### config.mk
export PLATFORM = sky130hd
export DESIGN_NAME = nn_linear_backward_flat
export DESIGN_NICKNAME = d
export VERILOG_FILES = /design/src/rtl/nn_linear_backward_pkg.sv /design/src/rtl/nn_linear_backward_if.sv /design/src/rtl/nn_linear_backward_mac.sv /design/src/rtl/nn_linear_backward.sv /design/src/flat_wrapper.sv
export SDC_FILE = /design/constraint.sdc
export NUM_CORES = 1
export LEC_CHECK = 0
export BUFFER_PORTS_ARGS = -buffer_cell sky130_fd_sc_hd__buf_2
export CORE_MARGIN = 1
export CORE_UTILIZATION = 31
export CTS_CLUSTER_SIZE = 8
export DETAILED_ROUTE_END_ITERATION = 12
export PLACE_DENSITY = 0.53
export SLEW_MARGIN = 5
export SYNTH_ARGS = -nofsm -noshare
export SYNTH_HDL_FRONTEND = slang
export SYNTH_SLANG_ARGS = --single-unit
### constraint.sdc
create_clock -name clk -period 7.65 [get_ports clk]
set_clock_uncertainty 0.05 [all_clocks]
set_input_delay 1.53 -clock clk [delete_from_list [all_inputs] [get_ports clk]]
set_output_delay 1.53 -clock clk [all_outputs]
set_load 0.005 [all_outputs]
### src/rtl/nn_linear_backward_pkg.sv
// Shared fixed-point types for the nn_* layer blocks: Q8.8 data, Q16.16 products,
// accumulator sizing helper and the saturation bounds used when NN_SATURATE_EN is defined.
package nn_linear_backward_pkg;

  localparam int unsigned NN_DATA_W = 16;
  localparam int unsigned NN_FRAC_W = 8;
  localparam int unsigned NN_PROD_W = 2 * NN_DATA_W;

  typedef logic signed [NN_DATA_W-1:0] nn_data_t;
  typedef logic signed [NN_PROD_W-1:0] nn_prod_t;

  localparam nn_data_t NN_SAT_MAX = 16'sh7FFF;
  localparam nn_data_t NN_SAT_MIN = -16'sh8000;

  // Accumulator width for a dot product of 'rows' Q16.16 terms plus a sign guard bit
  function automatic int unsigned nn_acc_w(input int unsigned rows);
    return NN_PROD_W + $clog2(rows) + 1;
  endfunction

endpackage

### src/rtl/nn_linear_backward_if.sv
// Request/result bundle of the linear-layer backward block.
interface nn_linear_backward_if
  import nn_linear_backward_pkg::*;
#(
  parameter int unsigned IN_FEATURES  = 3,
  parameter int unsigned OUT_FEATURES = 2
);

  nn_data_t weight_mat [OUT_FEATURES][IN_FEATURES];
  nn_data_t grad_i     [OUT_FEATURES];
  logic     start;
  logic     busy;
  nn_data_t grad_o     [IN_FEATURES];
  logic     grad_v;

  modport master (
    output weight_mat, grad_i, start,
    input  busy, grad_o, grad_v
  );

  modport slave (
    input  weight_mat, grad_i, start,
    output busy, grad_o, grad_v
  );

endinterface

### src/rtl/nn_linear_backward_mac.sv
// nn_mac: shared signed multiply-accumulate with Q16.16 -> Q8.8 finalize.
// Finalize saturates when NN_SATURATE_EN is defined, otherwise wraps to 16 bits.
module nn_mac
  import nn_linear_backward_pkg::*;
#(
  parameter int unsigned ACC_W = 34
) (
  input  logic     clk,
  input  logic     rst,
  input  logic     acc_clr,
  input  logic     acc_en,
  input  nn_data_t a,
  input  nn_data_t b,
  output nn_data_t fin_c
);

  typedef logic signed [ACC_W-1:0] acc_t;

  nn_prod_t prod_c;
  acc_t     acc;
  acc_t     sum_c;

  assign prod_c = nn_prod_t'(a) * nn_prod_t'(b);
  assign sum_c  = acc + ACC_W'(prod_c);

`ifdef NN_SATURATE_EN
  acc_t shifted_c;

  assign shifted_c = sum_c >>> NN_FRAC_W;

  // Clamp the Q8.8 result to the representable range
  always_comb begin
    fin_c = shifted_c[NN_DATA_W-1:0];
    if (shifted_c > acc_t'(NN_SAT_MAX)) begin
      fin_c = NN_SAT_MAX;
    end else if (shifted_c < acc_t'(NN_SAT_MIN)) begin
      fin_c = NN_SAT_MIN;
    end
  end
`else
  // Floor shift then keep the low 16 bits (two's-complement wrap)
  assign fin_c = sum_c[NN_FRAC_W +: NN_DATA_W];
`endif

  // Running sum; clear wins over accumulate
  always_ff @(posedge clk) begin
    if (rst || acc_clr) begin
      acc <= '0;
    end else if (acc_en) begin
      acc <= sum_c;
    end
  end

endmodule

### src/rtl/nn_linear_backward.sv
// nn_linear_backward: grad_o[j] = sum_i W[i][j] * grad_i[i], one MAC per clock.
// Optional build macro: NN_SATURATE_EN (saturating finalize instead of wrap).
module nn_linear_backward
  import nn_linear_backward_pkg::*;
#(
  parameter int unsigned IN_FEATURES  = 3,
  parameter int unsigned OUT_FEATURES = 2
) (
  input  logic                 clk,
  input  logic                 rst_n,
  nn_linear_backward_if.slave  bus
);

  localparam int unsigned ROW_W = (OUT_FEATURES > 1) ? $clog2(OUT_FEATURES) : 1;
  localparam int unsigned COL_W = (IN_FEATURES > 1) ? $clog2(IN_FEATURES) : 1;
  localparam int unsigned ACC_W = nn_acc_w(OUT_FEATURES);

  localparam logic [1:0] S_IDLE = 2'd0;
  localparam logic [1:0] S_MAC  = 2'd1;
  localparam logic [1:0] S_DONE = 2'd2;

  logic [1:0]       state;
  logic [1:0]       next_state;
  logic [ROW_W-1:0] row;
  logic [COL_W-1:0] col;
  nn_data_t         grad_q  [OUT_FEATURES];
  nn_data_t         col_buf [IN_FEATURES];

  logic     accept_c;
  logic     mac_c;
  logic     col_done_c;
  logic     last_c;
  logic     acc_clr_c;
  logic     next_busy_c;
  logic     next_grad_v_c;
  nn_data_t mul_w_c;
  nn_data_t mul_g_c;
  nn_data_t fin_c;

  // State register
  always_ff @(posedge clk) begin
    if (rst_n) begin
      state <= S_IDLE;
    end else begin
      state <= next_state;
    end
  end

  // Next-state and step decode
  always_comb begin
    next_state    = state;
    accept_c      = 1'b0;
    mac_c         = 1'b0;
    col_done_c    = 1'b0;
    last_c        = 1'b0;
    case (state)
      S_IDLE: begin
        if (bus.start) begin
          accept_c   = 1'b1;
          next_state = S_MAC;
        end
      end
      S_MAC: begin
        mac_c = 1'b1;
        if (row == ROW_W'(OUT_FEATURES - 1)) begin
          col_done_c = 1'b1;
          if (col == COL_W'(IN_FEATURES - 1)) begin
            last_c     = 1'b1;
            next_state = S_DONE;
          end
        end
      end
      S_DONE:  next_state = S_IDLE;
      default: next_state = S_IDLE;
    endcase
    acc_clr_c     = accept_c | col_done_c;
    next_busy_c   = (next_state != S_IDLE);
    next_grad_v_c = (next_state == S_DONE);
  end

  assign mul_w_c = bus.weight_mat[row][col];
  assign mul_g_c = grad_q[row];

  nn_mac #(.ACC_W(ACC_W)) u_mac (
    .clk     (clk),
    .rst     (rst_n),
    .acc_clr (acc_clr_c),
    .acc_en  (mac_c),
    .a       (mul_w_c),
    .b       (mul_g_c),
    .fin_c   (fin_c)
  );

  // Counters, latched gradient, column buffer and registered outputs
  always_ff @(posedge clk) begin
    if (rst_n) begin
      row        <= '0;
      col        <= '0;
      bus.busy   <= 1'b0;
      bus.grad_v <= 1'b0;
      for (int unsigned k = 0; k < OUT_FEATURES; k++) grad_q[k] <= '0;
      for (int unsigned k = 0; k < IN_FEATURES; k++) begin
        col_buf[k]    <= '0;
        bus.grad_o[k] <= '0;
      end
    end else begin
      bus.busy   <= next_busy_c;
      bus.grad_v <= next_grad_v_c;
      if (accept_c) begin
        row <= '0;
        col <= '0;
        for (int unsigned k = 0; k < OUT_FEATURES; k++) grad_q[k] <= bus.grad_i[k];
      end
      if (mac_c) begin
        if (col_done_c) begin
          row          <= '0;
          col          <= last_c ? '0 : col + COL_W'(1);
          col_buf[col] <= fin_c;
          if (last_c) begin
            for (int unsigned k = 0; k < IN_FEATURES; k++) begin
              bus.grad_o[k] <= (k == IN_FEATURES - 1) ? fin_c : col_buf[k];
            end
          end
        end else begin
          row <= row + ROW_W'(1);
        end
      end
    end
  end

endmodule

### src/flat_wrapper.sv
// flat-port wrapper written by rule: the top's interface ports become plain ports
module nn_linear_backward_flat import nn_linear_backward_pkg::*;
#(
  parameter int unsigned IN_FEATURES  = 3,
  parameter int unsigned OUT_FEATURES = 2
)
  (clk, rst_n, bus_weight_mat, bus_grad_i, bus_start, bus_busy, bus_grad_o, bus_grad_v);
  nn_linear_backward_if #(.IN_FEATURES(IN_FEATURES), .OUT_FEATURES(OUT_FEATURES)) bus_i ();
  input  logic clk;
  input  logic rst_n;
  input wire logic [$bits(bus_i.weight_mat)-1:0] bus_weight_mat;
  input wire logic [$bits(bus_i.grad_i)-1:0] bus_grad_i;
  input wire logic [$bits(bus_i.start)-1:0] bus_start;
  output wire logic [$bits(bus_i.busy)-1:0] bus_busy;
  output wire logic [$bits(bus_i.grad_o)-1:0] bus_grad_o;
  output wire logic [$bits(bus_i.grad_v)-1:0] bus_grad_v;
  assign bus_i.weight_mat = {>>{bus_weight_mat}};
  assign bus_i.grad_i = {>>{bus_grad_i}};
  assign bus_i.start = bus_start;
  assign bus_busy = bus_i.busy;
  assign bus_grad_o = {>>{bus_i.grad_o}};
  assign bus_grad_v = bus_i.grad_v;
  nn_linear_backward #(.IN_FEATURES(IN_FEATURES), .OUT_FEATURES(OUT_FEATURES)) u_core (.clk(clk), .rst_n(rst_n), .bus(bus_i));
endmodule
# --- Word-level counts from Yosys, hierarchy flattened ---
# Memory sizes are Yosys's and may differ from the RTL's. A register that Yosys moved wholly into a read port is not among the register bits.
# Cells that the tools add are included.
# W data, S select, Z words.
classes:
  div: 0
  n_eq_ne: 3
  shift: 0
  n_bitwise: 5
  n_mul: 1
  add_sub_neg: 3
  n_reduce_logical: 6
  muxes: 41
  n_lt_le_gt_ge: 2
ops:
  columns: ["cell", "count"]
  rows:
  - ["$mux W48", 3]
  - ["$mux W16", 5]
  - ["$add A34 B32 Y34", 1]
  - ["$bmux W16 S2", 1]
  - ["$mul A16 B16 Y32", 1]
  - ["$mux W1", 23]
  - ["$mux W2", 8]
  - ["$reduce_or A16 Y1", 1]
  - ["$eq A2 B2 Y1 const B", 2]
  - ["$pmux W2 S2", 1]
  - ["$reduce_bool A2 Y1", 2]
  - ["$ge A3 B3 Y1 const B", 1]
  - ["$not A2 Y3", 1]
  - ["$or A1 B1 Y1", 3]
  - ["$reduce_and A3 Y1", 1]
  - ["$add A2 B1 Y2 const B", 1]
  - ["$eq A2 B1 Y1 const B", 1]
  - ["$ge A2 B2 Y1 const B", 1]
  - ["$logic_not A2 Y1", 1]
  - ["$not A1 Y2", 1]
  - ["$add A1 B1 Y1 const B", 1]
  - ["$logic_or A1 B1 Y1", 1]
word_totals:
  n_memories: 2
  ff_bits: 57
  output_inout_bits: 50
  mem_bits_ro: 0
  wordCells: 70
  ramBits: 80
  latch_bits: 0
mem_list:
  columns: ["name", "words", "width", "rd", "rd_clocked_by_memory_dff", "wr", "line_no", "text"]
  rows:
  - ["u_core.col_buf", 3, 16, 2, 2, 3, "nn_linear_backward.sv:27", "nn_data_t col_buf [IN_FEATURES];"]
  - ["u_core.grad_q", 2, 16, 1, 1, 2, "nn_linear_backward.sv:26", "nn_data_t grad_q [OUT_FEATURES];"]

# --- Logic depth before layout (Yosys ltp) ---
logic_depth:
  depth_word: 10
  ltp_mapped: 29

# --- By module ---
# A second synthesis with hierarchy kept.
hier_totals:
  cells_unflattened: 1556
  area_unflattened_um2: 14840.5
by_module_without_submodules:
  columns: ["module", "cells_per_inst", "seq_area_each_um2", "area_each_um2", "n_inst"]
  rows:
  - ["nn_mac", 1066, 480.5, 9470.3, 1]
  - ["nn_linear_backward", 490, 3042.9, 5370.2, 1]

# --- Least setup slack after synthesis ---
# Ideal clock, no wire load.
synth_path:
  kind: "input to register"
  from: "input bus_weight_mat[95]"
  to: "memory u_core.col_buf[0][15] (netlist name), data pin"
  required_ps: 7340
  path_buffers: 0
  setup_ps: 260
  arrival_ps: 7736
  setup_slack_ps: -396
  stages: 22
  path_cell_list: "mux2_4 -> a222oi_1 -> or2_2 -> inv_1 -> fa_1 -> inv_1 -> fa_1 -> fa_1 -> inv_1 -> fa_1 -> fa_1 -> inv_1 -> fa_1 -> inv_1 -> ha_1 -> a21oi_1 -> nor2b_1 -> a2111oi_0 -> a21oi_1 -> a311oi_1 -> xnor2_2 -> nor2_1"
synth_lines:
  columns: ["element", "line_no", "text"]
  rows:
  - ["start: declaration", "flat_wrapper.sv:11", "input wire logic [$bits(bus_i.weight_mat)-1:0] bus_weight_mat;"]
  - ["end: declaration", "nn_linear_backward.sv:27", null]

# --- Worst setup path after layout ---
layout_path:
  from: "input bus_weight_mat[25]"
  to: "register u_core.u_mac.acc[22]"
layout_via:
  elab_chain_len: 8
layout_rtl:
  columns: ["element", "line_no", "text"]
  rows:
  - ["$mux W48 (not written as such) (3 in a row)", "nn_linear_backward.sv:81", "assign mul_w_c = bus.weight_mat[row][col];"]
  - ["$bmux W16 S2", "nn_linear_backward.sv:81", null]
  - ["$mux W16 (not written as such) (2 in a row)", "nn_linear_backward.sv:81", null]
  - ["$mul A16 B16 Y32", "nn_linear_backward_mac.sv:23", "assign prod_c = nn_prod_t'(a) * nn_prod_t'(b);"]
  - ["$add A34 B32 Y34", "nn_linear_backward_mac.sv:24", "assign sum_c = acc + ACC_W'(prod_c);"]
  - ["end signal: assignment", "nn_linear_backward_mac.sv:50", "acc <= sum_c;"]
  - ["end: declaration", "nn_linear_backward_mac.sv:20", "acc_t acc;"]
# No other way between the ends. The select of a mux whose other input is x is not followed.
# A chain may end at the register's enable or synchronous reset.

==> results.json <==
{
  "n_antenna_cell": 0,
  "die_w_um": 219,
  "synth_area_leader_cell": "fa_1",
  "dp_hpwl_mm": 33.4,
  "path_max_fanout": 9,
  "synth.area.top_cells": "fa_1 29%, edfxtp_1 13%, dfxtp_1 11%",
  "dp_cells": 2451,
  "startpoint_type": "primary input",
  "hold_class": "flop to flop",
  "grtUsageTotal_pct": 18.1,
  "final-setup-viol-count": 0,
  "grt_pass1_vias": 12000,
  "outcome": "finished, final reports clean",
  "ant_nets": 0,
  "num-fill-cells": 4751,
  "synth-main-ff-cell": "dfxtp_1",
  "viasPerCell": 4.54,
  "slew_viol_final": 0,
  "globalRouteOverflowTotal": 0,
  "crit_path_end_kind": "flop",
  "tritoncts": "built",
  "portBuffers": 180,
  "core_area_mm2": 0.0466,
  "ys_async_sr_fraction_pct": 0,
  "drcViolationCount": 0,
  "grt_first_pass_wirelength_mm": 65.5,
  "cts_htree_levels": 4,
  "yosysWarnings": 0,
  "fin_nets": 2288,
  "dr.pass1.iters": 6,
  "post-route-period-util_pct": 97.9,
  "cp-startpoint": "bus_weight_mat[25]",
  "yosysMostFrequentCell": "inv_1",
  "min_from": "u_core.bus.grad_o[14]",
  "finalNonFillerCells": 2484,
  "antenna_found_initial": 0,
  "arrival_ns": 7.79,
  "numCtsBuffers": 17,
  "mappedNetlistArea_mm2": 0.0147,
  "pre_cts_slack_ns": -0.390,
  "synth_top_area_share_pct": 28.6,
  "final_cell_area_mm2": 0.0178,
  "drive_gt1_share_pct": 22.0,
  "wl_per_cell_um": 16.6,
  "synth_common_cells": "320 x inv_1, 237 x nor2_1, 209 x fa_1, 147 x nand2_1, 84 x ha_1",
  "fin_crit_ns": 7.49,
  "finalHoldViolCount": 0,
  "clk_pin_slew_ns": 0.07,
  "start_util_pct": 31.5,
  "drt-total-wl_mm": 41.2,
  "clkSinkCount": 144,
  "cp.required_ns": 7.96,
  "num_io_pins": 181,
  "slew_headroom_pct": 33.7,
  "grt_max_degree": 61,
  "insertion_delay_ns": 0.46,
  "dr.max_layer_used": "met4",
  "rows": 79,
  "hold_ws_ns": 0.400,
  "ys_types": 56,
  "wl_met1_mm": 19.4,
  "place_area_mm2": 0.0171,
  "root_buffer": "clkbuf_16",
  "fmax_ghz": 0.134,
  "die_h_um": 219,
  "reg2reg_from": "u_core.row",
  "route.met2.wl_mm": 19.3,
  "vias": 11300,
  "clk_path_buf_depth": 2,
  "yosysSeqAreaShare_pct": 24.0,
  "syn_area_per_cell_um2": 9.09,
  "syn_nets": 2036,
  "crit_type": "primary input to flop",
  "wl_met3_mm": 1.68,
  "ctsHoldBuffers": 0,
  "rsz0062_at_grt": "yes",
  "hold_depth": 2,
  "synth_edf_count": 64,
  "first_iter_violations": 669,
  "synthCells": 1612,
  "fin_ws_ns": 0.164,
  "reg2reg_depth": 24,
  "dieArea_mm2": 0.0481,
  "place.gp.congestion": 0.899,
  "syn2layout_area_growth_pct": 21.5,
  "maxCapViolCount": 0,
  "max_slew.worst_pin.slew_ns": 0.993,
  "ys_seq_elements": 144
}
==> state kept, by name (all words and copies together) (netlist names), named ones only <==
| name | count |
|---|---|
| bus_grad_o | 32 |
| u_core.col_buf | 32 |
| u_core.grad_q | 32 |
| u_core.u_mac.acc | 24 |
| u_core.bus.grad_o | 16 |
| u_core.col | 2 |
| u_core.state | 2 |
| u_core.bus.busy | 1 |
| u_core.bus.grad_v | 1 |
| u_core.row | 1 |
==> per-stage QoR <==
stage	util [%]	TNS [ns]
2_1_floorplan	-	-0.0641
3_3_place_gp	36.7	-4.91
3_5_place_dp	36.7	-5.55
4_1_cts	38.0	0
5_1_grt	38.3	-0.0555
6_report	38.3	0
==> worst max-delay path, stage by stage <==
cell and delay (ns):
buf_2 0.09, mux4_2 0.46, a22oi_2 0.23, buf_6 0.16
buf_4 0.16, nor2_1 0.06, fa_1 0.49, inv_1 0.05
fa_1 0.45, fa_1 0.55, inv_1 0.07, fa_1 0.50
fa_1 0.49, inv_1 0.05, fa_1 0.47, inv_1 0.06
ha_4 0.28, and3_4 0.19, nand4_1 0.10, or4_4 0.52
a21oi_4 0.20, o2111ai_1 0.14, and3b_2 0.24, o32ai_1 0.23
==> cell usage in the layout (no fill, tap or decap), types with 17 or more instances in the layout <==
| cell type | n |
|---|---|
| nand2_1 | 146 |
| dfxtp_1 | 78 |
| mux2_2 | 20 |
| nand2b_1 | 36 |
| and2_1 | 35 |
| ha_1 | 78 |
| edfxtp_1 | 64 |
| buf_2 | 180 |
| fa_1 | 208 |
| a21oi_1 | 70 |
| buf_4 | 116 |
| nor2_1 | 237 |
| mux2i_1 | 39 |
| inv_1 | 318 |
| clkbuf_16 | 17 |
| xnor2_1 | 25 |
| or2_2 | 18 |
==> area by class of cell <==
type                    instances  area, um2  share of cell area, %
multi-input cells            1081       9880                   55.5
flip-flops and latches        144       3530                   19.8
repair buffers                300       1830                   10.3
inverters                     320       1200                   6.74
well taps                     607        759                   4.26
clock buffers                  17        425                   2.39
clock inverters                15        181                   1.02
==> final timing paths <==
| path | end | slack, ns |
|---|---|---|
| worst max-delay path | u_core.u_mac.acc[22] | 0.16 |
| worst min-delay path | u_core.bus.grad_o[14] | 0.40 |
| worst max register to register | u_core.bus.grad_o[6] | 0.52 |
| worst min register to register | u_core.bus.grad_o[14] | 0.40 |
==> repair_timing <==
item                       in CTS  in global routing
gates resized for setup         0                 16
buffers inserted                0                  1
setup endpoints to repair       0                 13
==> layer usage <==
metal / global-route usage (%) / up-vias
met5: 0 / -
met2: 30.5 / 251
met3: 3.04 / 51
met1: 23.9 / 5499
li1: - / 5475
met4: 4.77 / 0
==> cell families (layout without fill, tap and decap cells) <==
logic type      count (synthesis)  after routing  share of synthesized area (%)
simple gates                  520            520                           15.5
buf+inv                       387            652                           9.96
fa+ha+maj                     293            293                           35.7
compound gates                159            159                           6.70
flops                         144            144                           24.0
mux                            68             68                           5.23
xor+xnor                       41             41                           2.79
Power is not shown: default switching activity piles up to over one toggle a cycle in this logic, so the estimate is an artifact.
